$ cat src/rtl/cte_rgb2yuv_gen.sv
// cte_rgb2yuv_gen: RGB to YUV colour-space converter with 4:4:4 / 4:2:2
// serialised output.
//
// Pixels are converted in one registered stage, land in a small FIFO one
// edge later, and a serializer FSM emits one component per cycle:
//   4:4:4 : U, Y, V per pixel
//   4:2:2 : U(avg), Y0, V(avg), Y1 per pixel pair
// A flush pulse drains an unpaired trailing pixel in 4:2:2 mode as U, Y, V.
//
// Ports:
//   clk         - clock, rising edge
//   reset       - synchronous active-high reset
//   sub422      - output format request (1 = 4:2:2, 0 = 4:4:4)
//   in_en       - rgb_in carries a pixel this cycle
//   rgb_in      - {R, G, B}, each DW bits unsigned
//   flush       - single-cycle pulse, drains an unpaired 4:2:2 pixel
//   busy        - pixel will not be accepted this cycle
//   out_valid   - yuv_out / out_chan valid
//   yuv_out     - component value (Y unsigned, U/V two's complement)
//   out_chan    - component tag: 0 = Y, 1 = U, 2 = V
//   dbg_state_o - serializer state (0 IDLE, 1 C0, 2 C1, 3 C2, 4 C3)
//
// Input handshake: a pixel is transferred on a rising edge where
// in_en=1 and busy=0; busy depends on registered state only, so it is
// stable for the whole cycle. With busy=1 the pixel is ignored.
module cte_rgb2yuv_gen #(
    parameter int DW    = 8,
    parameter int FRAC  = 8,
    parameter int DEPTH = 4
) (
    input  logic              clk,
    input  logic              reset,
    input  logic              sub422,
    input  logic              in_en,
    input  logic [3*DW-1:0]   rgb_in,
    input  logic              flush,
    output logic              busy,
    output logic              out_valid,
    output logic [DW-1:0]     yuv_out,
    output logic [1:0]        out_chan,
    output logic [2:0]        dbg_state_o
);

    localparam int AW = (DEPTH > 2) ? $clog2(DEPTH) : 1;
    localparam int CW = $clog2(DEPTH + 1);
    localparam int SW = DW + FRAC + 4;

    // round(c * 2^FRAC) for a coefficient given in thousandths.
    function automatic int coef(input int milli);
        int mag;
        mag = (milli < 0) ? -milli : milli;
        mag = (mag * (1 << FRAC) + 500) / 1000;
        return (milli < 0) ? -mag : mag;
    endfunction

    localparam logic signed [SW-1:0] K_YR = SW'(coef(299));
    localparam logic signed [SW-1:0] K_YG = SW'(coef(587));
    localparam logic signed [SW-1:0] K_YB = SW'(coef(114));
    localparam logic signed [SW-1:0] K_UR = SW'(coef(-169));
    localparam logic signed [SW-1:0] K_UG = SW'(coef(-331));
    localparam logic signed [SW-1:0] K_UB = SW'(coef(500));
    localparam logic signed [SW-1:0] K_VR = SW'(coef(500));
    localparam logic signed [SW-1:0] K_VG = SW'(coef(-419));
    localparam logic signed [SW-1:0] K_VB = SW'(coef(-81));
    localparam logic signed [SW-1:0] RND   = SW'(1 << (FRAC - 1));
    localparam logic signed [SW-1:0] Y_MAX = SW'((1 << DW) - 1);
    localparam logic signed [SW-1:0] S_MAX = SW'((1 << (DW - 1)) - 1);
    localparam logic signed [SW-1:0] S_MIN = ~S_MAX;

    typedef enum logic [2:0] {
        S_IDLE = 3'd0,
        S_C0   = 3'd1,
        S_C1   = 3'd2,
        S_C2   = 3'd3,
        S_C3   = 3'd4
    } state_t;

    function automatic logic [DW-1:0] sat_u(input logic signed [SW-1:0] x);
        if (x < 0)          return '0;
        else if (x > Y_MAX) return '1;
        else                return x[DW-1:0];
    endfunction

    function automatic logic [DW-1:0] sat_s(input logic signed [SW-1:0] x);
        if (x < S_MIN)      return S_MIN[DW-1:0];
        else if (x > S_MAX) return S_MAX[DW-1:0];
        else                return x[DW-1:0];
    endfunction

    // ---------------- conversion stage ----------------
    logic signed [SW-1:0] r_s, g_s, b_s, sum_y, sum_u, sum_v;
    logic                 accept;
    logic                 conv_vld_q;
    logic [3*DW-1:0]      conv_q;

    assign r_s = $signed({{(SW-DW){1'b0}}, rgb_in[3*DW-1:2*DW]});
    assign g_s = $signed({{(SW-DW){1'b0}}, rgb_in[2*DW-1:DW]});
    assign b_s = $signed({{(SW-DW){1'b0}}, rgb_in[DW-1:0]});

    assign sum_y = (K_YR * r_s + K_YG * g_s + K_YB * b_s + RND) >>> FRAC;
    assign sum_u = (K_UR * r_s + K_UG * g_s + K_UB * b_s + RND) >>> FRAC;
    assign sum_v = (K_VR * r_s + K_VG * g_s + K_VB * b_s + RND) >>> FRAC;

    assign accept = in_en && !busy;

    always_ff @(posedge clk) begin
        if (reset) begin
            conv_vld_q <= 1'b0;
            conv_q     <= '0;
        end else begin
            conv_vld_q <= accept;
            if (accept) conv_q <= {sat_u(sum_y), sat_s(sum_u), sat_s(sum_v)};
        end
    end

    // ---------------- FIFO of converted pixels {Y, U, V} ----------------
    logic [3*DW-1:0] mem_q [DEPTH];
    logic [AW-1:0]   wr_ptr_q, rd_ptr_q;
    logic [CW-1:0]   count_q, count_d, pop_ext, rem, need;
    logic [1:0]      pop_n;
    state_t          state_q;
    logic            pair_q, mode_q, flush_pend_q;

    // Entries leave on the last component of a group: one for a single
    // pixel group (C2), two for a 4:2:2 pair (C3).
    always_comb begin
        pop_n = 2'd0;
        if (state_q == S_C2 && !pair_q) pop_n = 2'd1;
        if (state_q == S_C3)            pop_n = 2'd2;
    end

    assign pop_ext = {{(CW-2){1'b0}}, pop_n};
    assign count_d = count_q + {{(CW-1){1'b0}}, conv_vld_q} - pop_ext;
    assign rem     = count_q - pop_ext;
    assign need    = mode_q ? CW'(2) : CW'(1);

    // The in-flight pixel always has a slot: busy looks one write ahead.
    assign busy = (count_q == CW'(DEPTH)) ||
                  ((count_q == CW'(DEPTH - 1)) && conv_vld_q);

    always_ff @(posedge clk) begin
        if (conv_vld_q) mem_q[wr_ptr_q] <= conv_q;
    end

    always_ff @(posedge clk) begin
        if (reset) begin
            wr_ptr_q <= '0;
            rd_ptr_q <= '0;
            count_q  <= '0;
        end else begin
            if (conv_vld_q) wr_ptr_q <= wr_ptr_q + AW'(1);
            rd_ptr_q <= rd_ptr_q + AW'(pop_n);
            count_q  <= count_d;
        end
    end

    // ---------------- serializer FSM ----------------
    logic unpaired, single_active;

    // Odd number of pixels held (FIFO plus in-flight) means a trailing one.
    assign unpaired      = count_q[0] ^ conv_vld_q;
    assign single_active = (state_q != S_IDLE) && !pair_q;

    always_ff @(posedge clk) begin
        if (reset) begin
            state_q      <= S_IDLE;
            pair_q       <= 1'b0;
            flush_pend_q <= 1'b0;
            mode_q       <= sub422;
        end else begin
            // Mode only changes with nothing queued, converting or emitting.
            if (state_q == S_IDLE && count_q == '0 && !conv_vld_q)
                mode_q <= sub422;
            if (flush && mode_q && unpaired && !single_active)
                flush_pend_q <= 1'b1;
            case (state_q)
                S_IDLE: begin
                    if (count_q >= need) begin
                        state_q <= S_C0;
                        pair_q  <= mode_q;
                    end else if (mode_q && flush_pend_q &&
                                 count_q == CW'(1) && !conv_vld_q) begin
                        state_q      <= S_C0;
                        pair_q       <= 1'b0;
                        flush_pend_q <= 1'b0;
                    end
                end
                S_C0: state_q <= S_C1;
                S_C1: state_q <= S_C2;
                S_C2: begin
                    if (pair_q) begin
                        state_q <= S_C3;
                    end else if (rem >= need) begin
                        state_q <= S_C0;
                        pair_q  <= mode_q;
                    end else begin
                        state_q <= S_IDLE;
                    end
                end
                S_C3: begin
                    if (rem >= need) begin
                        state_q <= S_C0;
                        pair_q  <= mode_q;
                    end else begin
                        state_q <= S_IDLE;
                    end
                end
                default: state_q <= S_IDLE;
            endcase
        end
    end

    assign dbg_state_o = state_q;

    // ---------------- output mux ----------------
    logic [3*DW-1:0] h0, h1;
    logic [DW:0]     u_sum, v_sum;

    assign h0 = mem_q[rd_ptr_q];
    assign h1 = mem_q[rd_ptr_q + AW'(1)];

    // Sign-extend to DW+1, add with rounding, arithmetic shift by one.
    assign u_sum = {h0[2*DW-1], h0[2*DW-1:DW]} + {h1[2*DW-1], h1[2*DW-1:DW]} + 1'b1;
    assign v_sum = {h0[DW-1], h0[DW-1:0]} + {h1[DW-1], h1[DW-1:0]} + 1'b1;

    always_comb begin
        out_valid = 1'b0;
        out_chan  = 2'd0;
        yuv_out   = '0;
        case (state_q)
            S_C0: begin
                out_valid = 1'b1;
                out_chan  = 2'd1;
                yuv_out   = pair_q ? u_sum[DW:1] : h0[2*DW-1:DW];
            end
            S_C1: begin
                out_valid = 1'b1;
                out_chan  = 2'd0;
                yuv_out   = h0[3*DW-1:2*DW];
            end
            S_C2: begin
                out_valid = 1'b1;
                out_chan  = 2'd2;
                yuv_out   = pair_q ? v_sum[DW:1] : h0[DW-1:0];
            end
            S_C3: begin
                out_valid = 1'b1;
                out_chan  = 2'd0;
                yuv_out   = h1[3*DW-1:2*DW];
            end
            default: ;
        endcase
    end

endmodule

$ cat config.mk
export PLATFORM = sky130hd
export DESIGN_NAME = cte_rgb2yuv_gen
export DESIGN_NICKNAME = d
export VERILOG_FILES = /design/src/rtl/cte_rgb2yuv_gen.sv
export SDC_FILE = /design/constraint.sdc
export NUM_CORES = 1
export LEC_CHECK = 0
export CAP_MARGIN = 15
export CORE_MARGIN = 3
export CORE_UTILIZATION = 65
export CTS_BUF_LIST = sky130_fd_sc_hd__clkbuf_4 sky130_fd_sc_hd__clkbuf_8
export DETAILED_ROUTE_END_ITERATION = 10
export HOLD_SLACK_MARGIN = 0.05
export PLACE_DENSITY = 0.86
export SYNTH_ARGS = -nofsm -noshare
export SYNTH_HDL_FRONTEND = slang
export SYNTH_SLANG_ARGS = --single-unit
$ cat constraint.sdc
create_clock -name clk -period 10.5 [get_ports clk]
set_clock_uncertainty 0.15 [all_clocks]
set_input_delay 3.15 -clock clk [delete_from_list [all_inputs] [get_ports clk]]
set_output_delay 3.15 -clock clk [all_outputs]
set_load 0.01 [all_outputs]
==> out/qor.csv, run 1 <==
stage,metric,value,unit
clock_network,cts_tree,built,
place,portBuffers,43,
route,dr.pass1.iters,6,
logic_synthesis,ys_ff_latch,134,
logic_synthesis,syn-num-nets,1791,
logic_synthesis,synthArstFlopShare,0,%
worst_hold_path,worst_hold_path_type,register to register,
route,routed_wl,34.4,mm
clock_network,cts_buffers,17,
floorplan,rows,54,
worst_setup_path,start_kind,primary input,
cells_and_area,num-nets-final,1858,
route,ant_nets,0,
timing,worst_pin_slew,0.863,ns
timing,hold_viol,0,
clock_network,root_buffer,clkbuf_8,
place,dp_hpwl,28.3,mm
worst_setup_path,cp_data_arrival_time,10.15,ns
logic_synthesis,yosysTopAreaCellShare,21.2,%
floorplan,coreArea,22200,sq um
global_route,grt_antenna_before_repair,0,
route,vias_per_cell,5.93,
timing,rsz0062_at_grt,false,
global_route,grt_pass1_wl,55.6,mm
logic_synthesis,yosysMostFrequentCell,inv_1,
clock_network,cts.htree.levels,4,
floorplan,dieWidth,157,um
timing,period_minus_slack,9.99,ns
flow_run,max_cap_violations,0,
floorplan,initial_utilization,67.3,%
timing,min_period_over_period,95.1,%
logic_synthesis,yosysWarnings,0,
worst_setup_path,required,10.66,ns
timing,fmax,100,MHz
route,post_drt_wl_per_cell,20.1,um
clock_network,cts-resized-gates,0,
route,via_count,10200,
logic_synthesis,synthCells,1356,
logic_synthesis,ys.flop_type,edfxtp_1,
logic_synthesis,synth_edf_count,97,
logic_synthesis,synth-seq-area-share,24.5,%
worst_setup_path,crit_path_end_kind,register,
timing,setup_viol_count_final,0,
route,drtIter0Drc,714,
timing,slew_violations,0,
pwr,ir_drop,0.000322,V
floorplan,die_area,24800,sq um
worst_setup_path,cp_max_fo,7,
floorplan,die_h,157,um
clock_network,postCtsSetupBuffers,0,
worst_setup_path,crit_type,primary input to register,
logic_synthesis,synth.area.top_cells,"fa_1, ha_1, edfxtp_1, inv_1, dfxtp_1",
run_status,status,"finished, final reports clean",
global_route,overflow,0,
timing,worst_hold_slack,0.355,ns
global_route,track_usage,29.3,%
place,gp_congestion,1.05,
pwr,p_leak,7.57,nW
logic_synthesis,syn_area,14900,sq um
clock_network,cts_buffer_depth,2,
clock_network,insertion_delay,0.45,ns
route,drc,0,
floorplan,io-pin-count,44,
global_route,first_global_vias,10900,
logic_synthesis,syn_area_per_cell,11.0,sq um
global_route,grt_max_degree,34,
clock_network,clock_sinks,134,
clock_network,cts.clk_slew.worst_paths,0.10,ns
timing,relSlewSlack,42.5,%
cells_and_area,antennaDiodeCount,0,
timing,tns,0,ns
logic_synthesis,synth_cell_types,72,
logic_synthesis,synth_commonest_cells,"inv_1, ha_1, fa_1",
cells_and_area,layout-drive-gt1-share,9.05,%
cells_and_area,area_delta_synth_final,8.52,%
clock_network,hold_buffers,0,
logic_synthesis,yosysTopAreaCell,fa_1,
pwr,p_per_area,303,nW/um^2
## cells in the final DEF (no fill, tap or decap), types with 17 or more instances in the layout
cell type / synthesis / layout
edfxtp_1: 97 / 97
mux4_2: 32 / 32
ha_1: 248 / 248
nand2_1: 36 / 36
a21oi_1: 53 / 53
clkbuf_8: 0 / 17
dfxtp_1: 37 / 35
inv_1: 307 / 307
xnor2_1: 32 / 32
mux2i_1: 28 / 28
clkdlybuf4s50_1: 0 / 43
o21ai_0: 27 / 27
fa_1: 158 / 158
buf_4: 1 / 33
nor2_1: 58 / 58
## worst paths after layout
| kind | start | cells past startpoint | slack, ns | endpoint |
|---|---|---|---|---|
| hold / removal | flush_pend_q$_SDFF_PP0_ | 2 | 0.35 | flush_pend_q$_SDFF_PP0_ |
| setup reg to reg | pair_q$_SDFFE_PP0P_ | 10 | 6.91 | pair_q$_SDFFE_PP0P_ |
| hold reg to reg | flush_pend_q$_SDFF_PP0_ | 2 | 0.35 | flush_pend_q$_SDFF_PP0_ |
| setup / recovery | rgb_in[11] | 28 | 0.51 | conv_q[22]$_SDFFE_PP0P_ |
## state kept, by name (all words and copies together), names as in the netlist
| name | flops |
|---|---|
| conv_q | 24 |
| conv_vld_q | 1 |
| count_q | 3 |
| dbg_state_o | 3 |
| flush_pend_q | 1 |
| mem_q | 96 |
| mode_q | 1 |
| pair_q | 1 |
| rd_ptr_q | 2 |
| wr_ptr_q | 2 |
## where the power goes
| part | leakage, nW | internal (mW) | switching (mW) |
|---|---|---|---|
| registers | 1.21 | 0.666 | 0.0787 |
| clock network | 0.176 | 0.173 | 0.227 |
| logic | 6.19 | 1.69 | 2.06 |
| total | 7.57 | 2.52 | 2.37 |
## layer usage
layer	track usage (%)	up-vias	wire, um
met1	36.2	5013	13700
li1	-	4726	-
met4	11.7	0	1320
met5	0	-	0
met2	51.5	359	17400
met3	4.73	82	2000
## stage by stage
stage	setup slack [ns]	instance area (sq um)	std cells	utilization, %	power [mW]
final	0.509	16200	1716	73.0	4.90
after detailed placement	0.120	15800	1684	71.4	4.47
after floorplan	1.08	14900	1356	-	3.55
after CTS	0.581	16200	1716	73.0	4.90
after global placement	0.344	15800	1684	71.4	4.28
after global routing	0.250	16200	1716	73.0	5.41
## critical path: stages
cell	delay, ns
clkdlybuf4s50_1	0.47
inv_1	0.06
ha_1	0.31
inv_1	0.11
ha_1	0.33
inv_1	0.05
ha_1	0.30
fa_1	0.49
ha_1	0.33
inv_1	0.11
nor2_1	0.06
nor2_1	0.12
xnor2_1	0.18
fa_1	0.48
fa_1	0.52
inv_1	0.05
fa_1	0.48
inv_1	0.06
fa_1	0.41
ha_1	0.29
ha_1	0.36
a21o_1	0.19
a21oi_1	0.16
o21ai_0	0.13
a21o_1	0.24
a31oi_1	0.25
o21a_1	0.32
a211oi_1	0.13
## cell type report
class | instances | area, sq um
Inverter | 308 | 1160
Multi-Input combinational cell | 886 | 9970
Clock inverter | 15 | 136
Timing Repair Buffer | 76 | 678
Sequential cell | 134 | 3660
Tap cell | 280 | 350
Fill cell | 1459 | 5980
Clock buffer | 17 | 234
## kinds of logic after synthesis
logic type	after synthesis	synth area share [%]
simple gates	173	5.66
fa+ha+maj	406	42.0
buf+inv	336	8.63
flops	134	24.5
mux	66	7.17
compound gates	195	9.32
xor+xnor	46	2.70
Power figures use the tool's default switching activity.
==> inputs of run 2 (changes only) <==
CORE_UTILIZATION = 62   (was 65)
PLACE_DENSITY = 0.82   (was 0.86)
==> out/qor.csv, run 2 (same netlist as run 1, synthesis figures left out) <==
stage,metric,value,unit,change
run_status,status,"finished, final reports clean",,
worst_hold_path,holdPathStages,2,,unchanged
clock_network,cts.htree.levels,4,,unchanged
clock_network,hold_buffers,0,,unchanged
flow_run,max_cap_violations,0,,unchanged
global_route,grt_antenna_before_repair,0,,unchanged
route,routed_wl,33.9,mm,-1.6%
worst_setup_path,crit_type,primary input to register,,
cells_and_area,largest_registers,"mem_q (96), conv_q (24)",,
pwr,combPwrFrac,75.4,%,-1.2 points
timing,setup_viol_count_final,0,,unchanged
timing,worst_hold_slack,0.351,ns,-0.00443 ns
clock_network,insertion_delay,0.44,ns,about the same
clock_network,root_buffer,clkbuf_8,,
cells_and_area,final_common_cell,inv_1,,
timing,slew_violations,0,,unchanged
timing,relSlewSlack,38.2,%,-4.3 points
worst_setup_path,start_kind,primary input,,
route,vias_per_cell,5.82,,-1.9%
worst_setup_path,cp_slowest_cell,fa_1,,
floorplan,coreArea,23500,sq um,+6.2%
worst_setup_path,required,10.65,ns,about the same
timing,worst_pin_slew,0.927,ns,+0.0644 ns
route,post_drt_wl_per_cell,19.4,um,-3.5%
global_route,overflow,0,,unchanged
worst_setup_path,rr_endpoint,pair_q$_SDFFE_PP0P_,,
place,gp_congestion,0.947,,-9.4%
cells_and_area,final_cell_mix,"inv_1, ha_1, fa_1",,
worst_setup_path,reg2reg_from,pair_q$_SDFFE_PP0P_,,
floorplan,die_h,161,um,+2.3%
place,portBuffers,43,,unchanged
worst_setup_path,cp_max_fo,7,,unchanged
timing,hold_viol,0,,unchanged
route,dr.pass1.iters,5,,-1
timing,min_period_over_period,94.4,%,-0.76 points
clock_network,cts_buffers,17,,unchanged
worst_setup_path,r2r.worst_path.cells,10,,unchanged
pwr,p_leak,7.59,nW,+0.32%
global_route,grt_max_degree,40,,+18%
worst_setup_path,rrSetupSlack,6.72,ns,-0.19 ns
floorplan,rows,56,,+3.7%
floorplan,initial_utilization,63.3,%,-3.9 points
clock_network,cts.clk_slew.worst_paths,0.08,ns,-0.02 ns
clock_network,cts_buffer_depth,2,,unchanged
cells_and_area,layout-drive-gt1-share,8.80,%,-0.25 points
worst_hold_path,worst_hold_path_type,register to register,,
pwr,pwr-share-clk,9.4,%,+1.2 points
route,ant_nets,0,,unchanged
route,drtIter0Drc,755,,+5.7%
cells_and_area,area_delta_synth_final,9.08,%,
route,via_count,10200,,+0.13%
clock_network,clock_sinks,134,,unchanged
timing,tns,0,ns,unchanged
floorplan,dieWidth,161,um,+2.3%
cells_and_area,final_cells,1751,,+2.0%
timing,period_minus_slack,9.91,ns,-0.0795 ns
clock_network,cts-resized-gates,0,,unchanged
global_route,first_global_vias,11000,,+0.71%
pwr,switching_share,47.2,%,-1.3 points
floorplan,io-pin-count,44,,unchanged
cells_and_area,num-nets-final,1854,,-0.22%
worst_hold_path,hold_path.startpoint,flush_pend_q$_SDFF_PP0_,,
clock_network,cts_tree,built,,
pwr,p_per_area,303,nW/um^2,about the same
pwr,ir_drop,0.000359,V,+12%
cells_and_area,fin_util,69.1,%,-3.9 points
global_route,track_usage,27.3,%,-2.0 points
cells_and_area,largest_reg_flops,96,,unchanged
pwr,p_int,2.60,mW,+3.0%
worst_setup_path,crit_path_end_kind,register,,
global_route,grt_pass1_wl,55.4,mm,-0.38%
worst_setup_path,cpPeakStageDelay,0.52,ns,about the same
cells_and_area,fillers,1722,,+18%
cells_and_area,top_register,mem_q,,
cells_and_area,antennaDiodeCount,0,,unchanged
floorplan,die_area,25900,sq um,+4.7%
timing,rsz0062_at_grt,false,,
pwr,power_switching,2.32,mW,-2.1%
pwr,pwr-share-seq,15.2,%,about the same
worst_setup_path,cp_data_arrival_time,10.06,ns,-0.09 ns
worst_hold_path,hold_end,flush_pend_q$_SDFF_PP0_,,
clock_network,postCtsSetupBuffers,0,,unchanged
place,dp_hpwl,27.7,mm,-2.2%
place,place_inst,1719,,+2.1%
route,drc,0,,unchanged
timing,fmax,101,MHz,+0.80%
[run 2: cell count changes in the layout (fill, tap and decap cells not counted), sizes merged]
cell | previous run | this run
buf | 33 | 29
bufinv | 0 | 3
clkbuf | 17 | 20
clkinv | 3 | 4
clkinvlp | 5 | 1
inv | 315 | 312
[run 2: how the worst max path moves through the flow]
stage	startpoint	end	slack [ns]	cells past startpoint
after floorplan	rgb_in[12]	conv_q[16]$_SDFFE_PP0P_	1.08	26
after global placement	rgb_in[12]	conv_q[19]$_SDFFE_PP0P_	0.33	27
after detailed placement	rgb_in[11]	conv_q[19]$_SDFFE_PP0P_	0.14	27
after CTS	rgb_in[11]	conv_q[19]$_SDFFE_PP0P_	0.61	26
after global routing	rgb_in[11]	conv_q[19]$_SDFFE_PP0P_	0.16	27
final	rgb_in[11]	conv_q[19]$_SDFFE_PP0P_	0.59	26
[run 2: final cells by class]
| class | count | area [sq um] | area share, % |
|---|---|---|---|
| Clock buffer | 20 | 269 | 1.65 |
| Clock inverter | 12 | 165 | 1.02 |
| Inverter | 308 | 1160 | 7.11 |
| Multi-Input combinational cell | 886 | 9970 | 61.3 |
| Sequential cell | 134 | 3660 | 22.5 |
| Tap cell | 319 | 399 | 2.45 |
| Timing Repair Buffer | 72 | 648 | 3.98 |
[run 2: power groups by stage]
| stage | combinational [mW] | clock, mW | sequential [mW] |
|---|---|---|---|
| 4_1_cts | 3.73 | 0.468 | 0.748 |
| 6_report | 3.71 | 0.460 | 0.749 |
| 3_5_place_dp | 3.70 | 0 | 0.759 |
| 3_3_place_gp | 3.55 | 0 | 0.750 |
| 2_1_floorplan | 2.84 | 0 | 0.714 |
| 5_1_grt | 4.24 | 0.490 | 0.761 |
[run 2: per-layer routing]
layer | share of wire, % | GRT usage [%] | vias to the layer above
met3 | 5.8 | 3.90 | 84
met5 | 0 | 0 | -
li1 | - | - | 4722
met1 | 40 | 34.4 | 5031
met2 | 51 | 47.6 | 356
met4 | 3.8 | 11.1 | 0
[run 2: stage by stage]
step,power (mW),setup slack [ns],cell area [sq um]
global placement,4.30,0.331,15800
finish,4.92,0.589,16300
global route,5.49,0.165,16300
CTS,4.95,0.606,16300
detailed placement,4.46,0.143,15800
floorplan,3.55,1.08,14900
[run 2: critical path, delay by kind of cell]
kind	cells	cell delay (ns)
buf+inv	7	0.90
xor+xnor	1	0.28
compound gates	7	1.32
fa+ha+maj	11	4.38
==> inputs of run 3 (changes only) <==
--- a/config.mk
+++ b/config.mk
@@ -12,2 +12,3 @@
 export DETAILED_ROUTE_END_ITERATION = 10
+export GPL_ROUTABILITY_DRIVEN = 0
 export HOLD_SLACK_MARGIN = 0.05
==> constraint.sdc (replaced) <==
create_clock -name clk -period 10.5 [get_ports clk]
set_clock_uncertainty 0.15 [all_clocks]
set_input_delay 1.05 -clock clk [delete_from_list [all_inputs] [get_ports clk]]
set_output_delay 1.05 -clock clk [all_outputs]
set_load 0.01 [all_outputs]
==> out/qor.csv, run 3 (same netlist as run 1, synthesis figures left out) <==
stage,metric,value,unit,change
global_route,top_usage_layer,met2,,
timing,worst_hold_slack,0.356,ns,+0.00584 ns
global_route,overflow,0,,unchanged
pwr,p_leak,7.47,nW,-1.7%
global_route,grt_pass1_wl,54.1,mm,-2.5%
worst_setup_path,required,10.64,ns,about the same
route,drtIter0Drc,808,,+7.0%
worst_setup_path,crit_path_end_kind,register,,
route,routed_wl,33.0,mm,-2.5%
timing,hold_viol,0,,unchanged
worst_setup_path,rr_endpoint,pair_q$_SDFFE_PP0P_,,
worst_setup_path,start_kind,primary input,,
cells_and_area,layout-drive-gt1-share,7.44,%,-1.4 points
place,dp_hpwl,27.1,mm,-2.0%
worst_setup_path,rrSetupSlack,6.91,ns,+0.19 ns
global_route,grt_antenna_before_repair,0,,unchanged
worst_hold_path,hold_path.startpoint,conv_q[17]$_SDFFE_PP0P_,,
timing,worst_pin_slew,0.818,ns,-0.110 ns
clock_network,cts.clk_slew.worst_paths,0.08,ns,about the same
worst_setup_path,reg2reg_from,pair_q$_SDFFE_PP0P_,,
cells_and_area,fin_util,68.2,%,-0.86 points
place,place_inst,1698,,-1.2%
global_route,track_usage,26.4,%,-0.89 points
cells_and_area,final_cells,1730,,-1.2%
floorplan,dieWidth,161,um,unchanged
clock_network,insertion_delay,0.43,ns,about the same
timing,fmax,120,MHz,+19%
timing,slew_violations,0,,unchanged
global_route,grt_max_degree,57,,+43%
global_route,use_met2,45.5,%,-2.1 points
clock_network,cts_tree,built,,
cells_and_area,area_delta_synth_final,7.72,%,
floorplan,initial_utilization,63.3,%,unchanged
clock_network,root_buffer,clkbuf_8,,
run_status,status,"finished, final reports clean",,
route,vias_per_cell,5.85,,+0.43%
clock_network,hold_buffers,0,,unchanged
place,placedInstanceArea,15700,sq um,-1.0%
global_route,first_global_vias,10700,,-3.1%
clock_network,cts_buffer_depth,2,,unchanged
timing,relSlewSlack,45.5,%,+7.3 points
timing,tns,0,ns,unchanged
timing,period_minus_slack,8.36,ns,-1.55 ns
worst_setup_path,crit_type,primary input to register,,
floorplan,rows,56,,unchanged
route,via_count,10100,,-0.78%
floorplan,coreArea,23500,sq um,unchanged
global_route,met3_usage,3.31,%,-0.59 points
cells_and_area,final_cell_mix,"inv_1, ha_1, fa_1",,
floorplan,io-pin-count,44,,unchanged
worst_hold_path,worst_hold_path_type,register to register,,
cells_and_area,num-nets-final,1833,,-1.1%
cells_and_area,antennaDiodeCount,0,,unchanged
clock_network,cts_buffers,17,,unchanged
cells_and_area,finish.instance_area,16100,sq um,-1.2%
clock_network,clock_sinks,134,,unchanged
global_route,gr-usage-met1,34.5,%,+0.18 points
floorplan,die_area,25900,sq um,unchanged
cells_and_area,largest_registers,"mem_q (96), conv_q (24)",,
worst_hold_path,holdPathStages,0,,-2
cells_and_area,top_register,mem_q,,
worst_hold_path,hold_end,mem_q[3][17]$_DFFE_PP_,,
floorplan,die_h,161,um,unchanged
cells_and_area,largest_reg_flops,96,,unchanged
worst_setup_path,cp_data_arrival_time,8.50,ns,-1.56 ns
place,portBuffers,43,,unchanged
timing,rsz0062_at_grt,false,,
pwr,ir_drop,0.000280,V,-22%
worst_setup_path,r2r.worst_path.cells,10,,unchanged
clock_network,cts-resized-gates,0,,unchanged
timing,min_period_over_period,79.6,%,-15 points
pwr,p_per_area,300,nW/um^2,-0.85%
timing,setup_viol_count_final,0,,unchanged
flow_run,max_cap_violations,0,,unchanged
route,drc,0,,unchanged
worst_setup_path,cp_max_fo,11,,+4
clock_network,cts.htree.levels,4,,unchanged
route,ant_nets,0,,unchanged
clock_network,postCtsSetupBuffers,0,,unchanged
route,dr.pass1.iters,5,,unchanged
route,post_drt_wl_per_cell,19.1,um,-1.3%
cells_and_area,final_common_cell,inv_1,,
run 3: changes by cell type in the layout (fill, tap and decap cells not counted), moves of 2 or more:
cell / previous run / this run
buf_4: 29 / 8
bufinv_16: 3 / 1
clkinv_2: 0 / 2
inv_4: 2 / 0
inv_8: 1 / 3
run 3: routing by layer:
| metal | up-vias | part of all wire, % |
|---|---|---|
| met5 | - | 0 |
| met4 | 0 | 3.1 |
| met3 | 66 | 5.9 |
| met2 | 346 | 50 |
| met1 | 5027 | 41 |
| li1 | 4675 | - |
run 3: worst max path at each step:
| stage | start | to | slack [ns] | cells past startpoint |
|---|---|---|---|---|
| 3_3_place_gp | rgb_in[12] | conv_q[20]$_SDFFE_PP0P_ | 2.02 | 27 |
| 3_5_place_dp | rgb_in[12] | conv_q[19]$_SDFFE_PP0P_ | 1.74 | 27 |
| 4_1_cts | rgb_in[12] | conv_q[16]$_SDFFE_PP0P_ | 2.19 | 27 |
| 2_1_floorplan | rgb_in[12] | conv_q[16]$_SDFFE_PP0P_ | 3.18 | 26 |
| 5_1_grt | rgb_in[12] | conv_q[22]$_SDFFE_PP0P_ | 1.83 | 27 |
| 6_report | rgb_in[12] | conv_q[16]$_SDFFE_PP0P_ | 2.14 | 27 |
run 3: where the power goes:
part	internal, mW	leakage (nW)	switching, mW
clock network	0.200	0.196	0.214
registers	0.666	1.21	0.0714
logic	1.65	6.07	2.02
total	2.52	7.47	2.30
run 3: worst max-delay path, stage by stage:
cell and delay (ns):
clkdlybuf4s50_1 0.79, inv_1 0.14, ha_1 0.34, inv_1 0.05
ha_1 0.27, inv_1 0.05, fa_1 0.49, fa_1 0.52
inv_1 0.04, ha_1 0.34, a21oi_1 0.24, xnor2_1 0.19
ha_1 0.29, fa_1 0.50, inv_1 0.05, fa_1 0.47
inv_1 0.06, fa_1 0.47, ha_1 0.32, ha_1 0.35
a21o_1 0.18, a21oi_1 0.16, o21ai_0 0.19, a21o_1 0.27
a31oi_1 0.26, o21a_1 0.29, a211oi_1 0.10
run 3: final cells by class:
type	instances	area, sq um
timing repair buffer	51	490
clock buffer	18	248
multi-input combinational	886	9970
tap	319	399
inverter	308	1160
sequential	134	3660
fill	1748	7480
clock inverter	14	141
run 3: stage by stage:
stage          setup WS, ns  power [mW]
2_1_floorplan          3.18        3.55
3_3_place_gp           2.02        4.22
3_5_place_dp           1.74        4.39
4_1_cts                2.19        4.82
5_1_grt                1.83        5.36
6_report               2.14        4.82
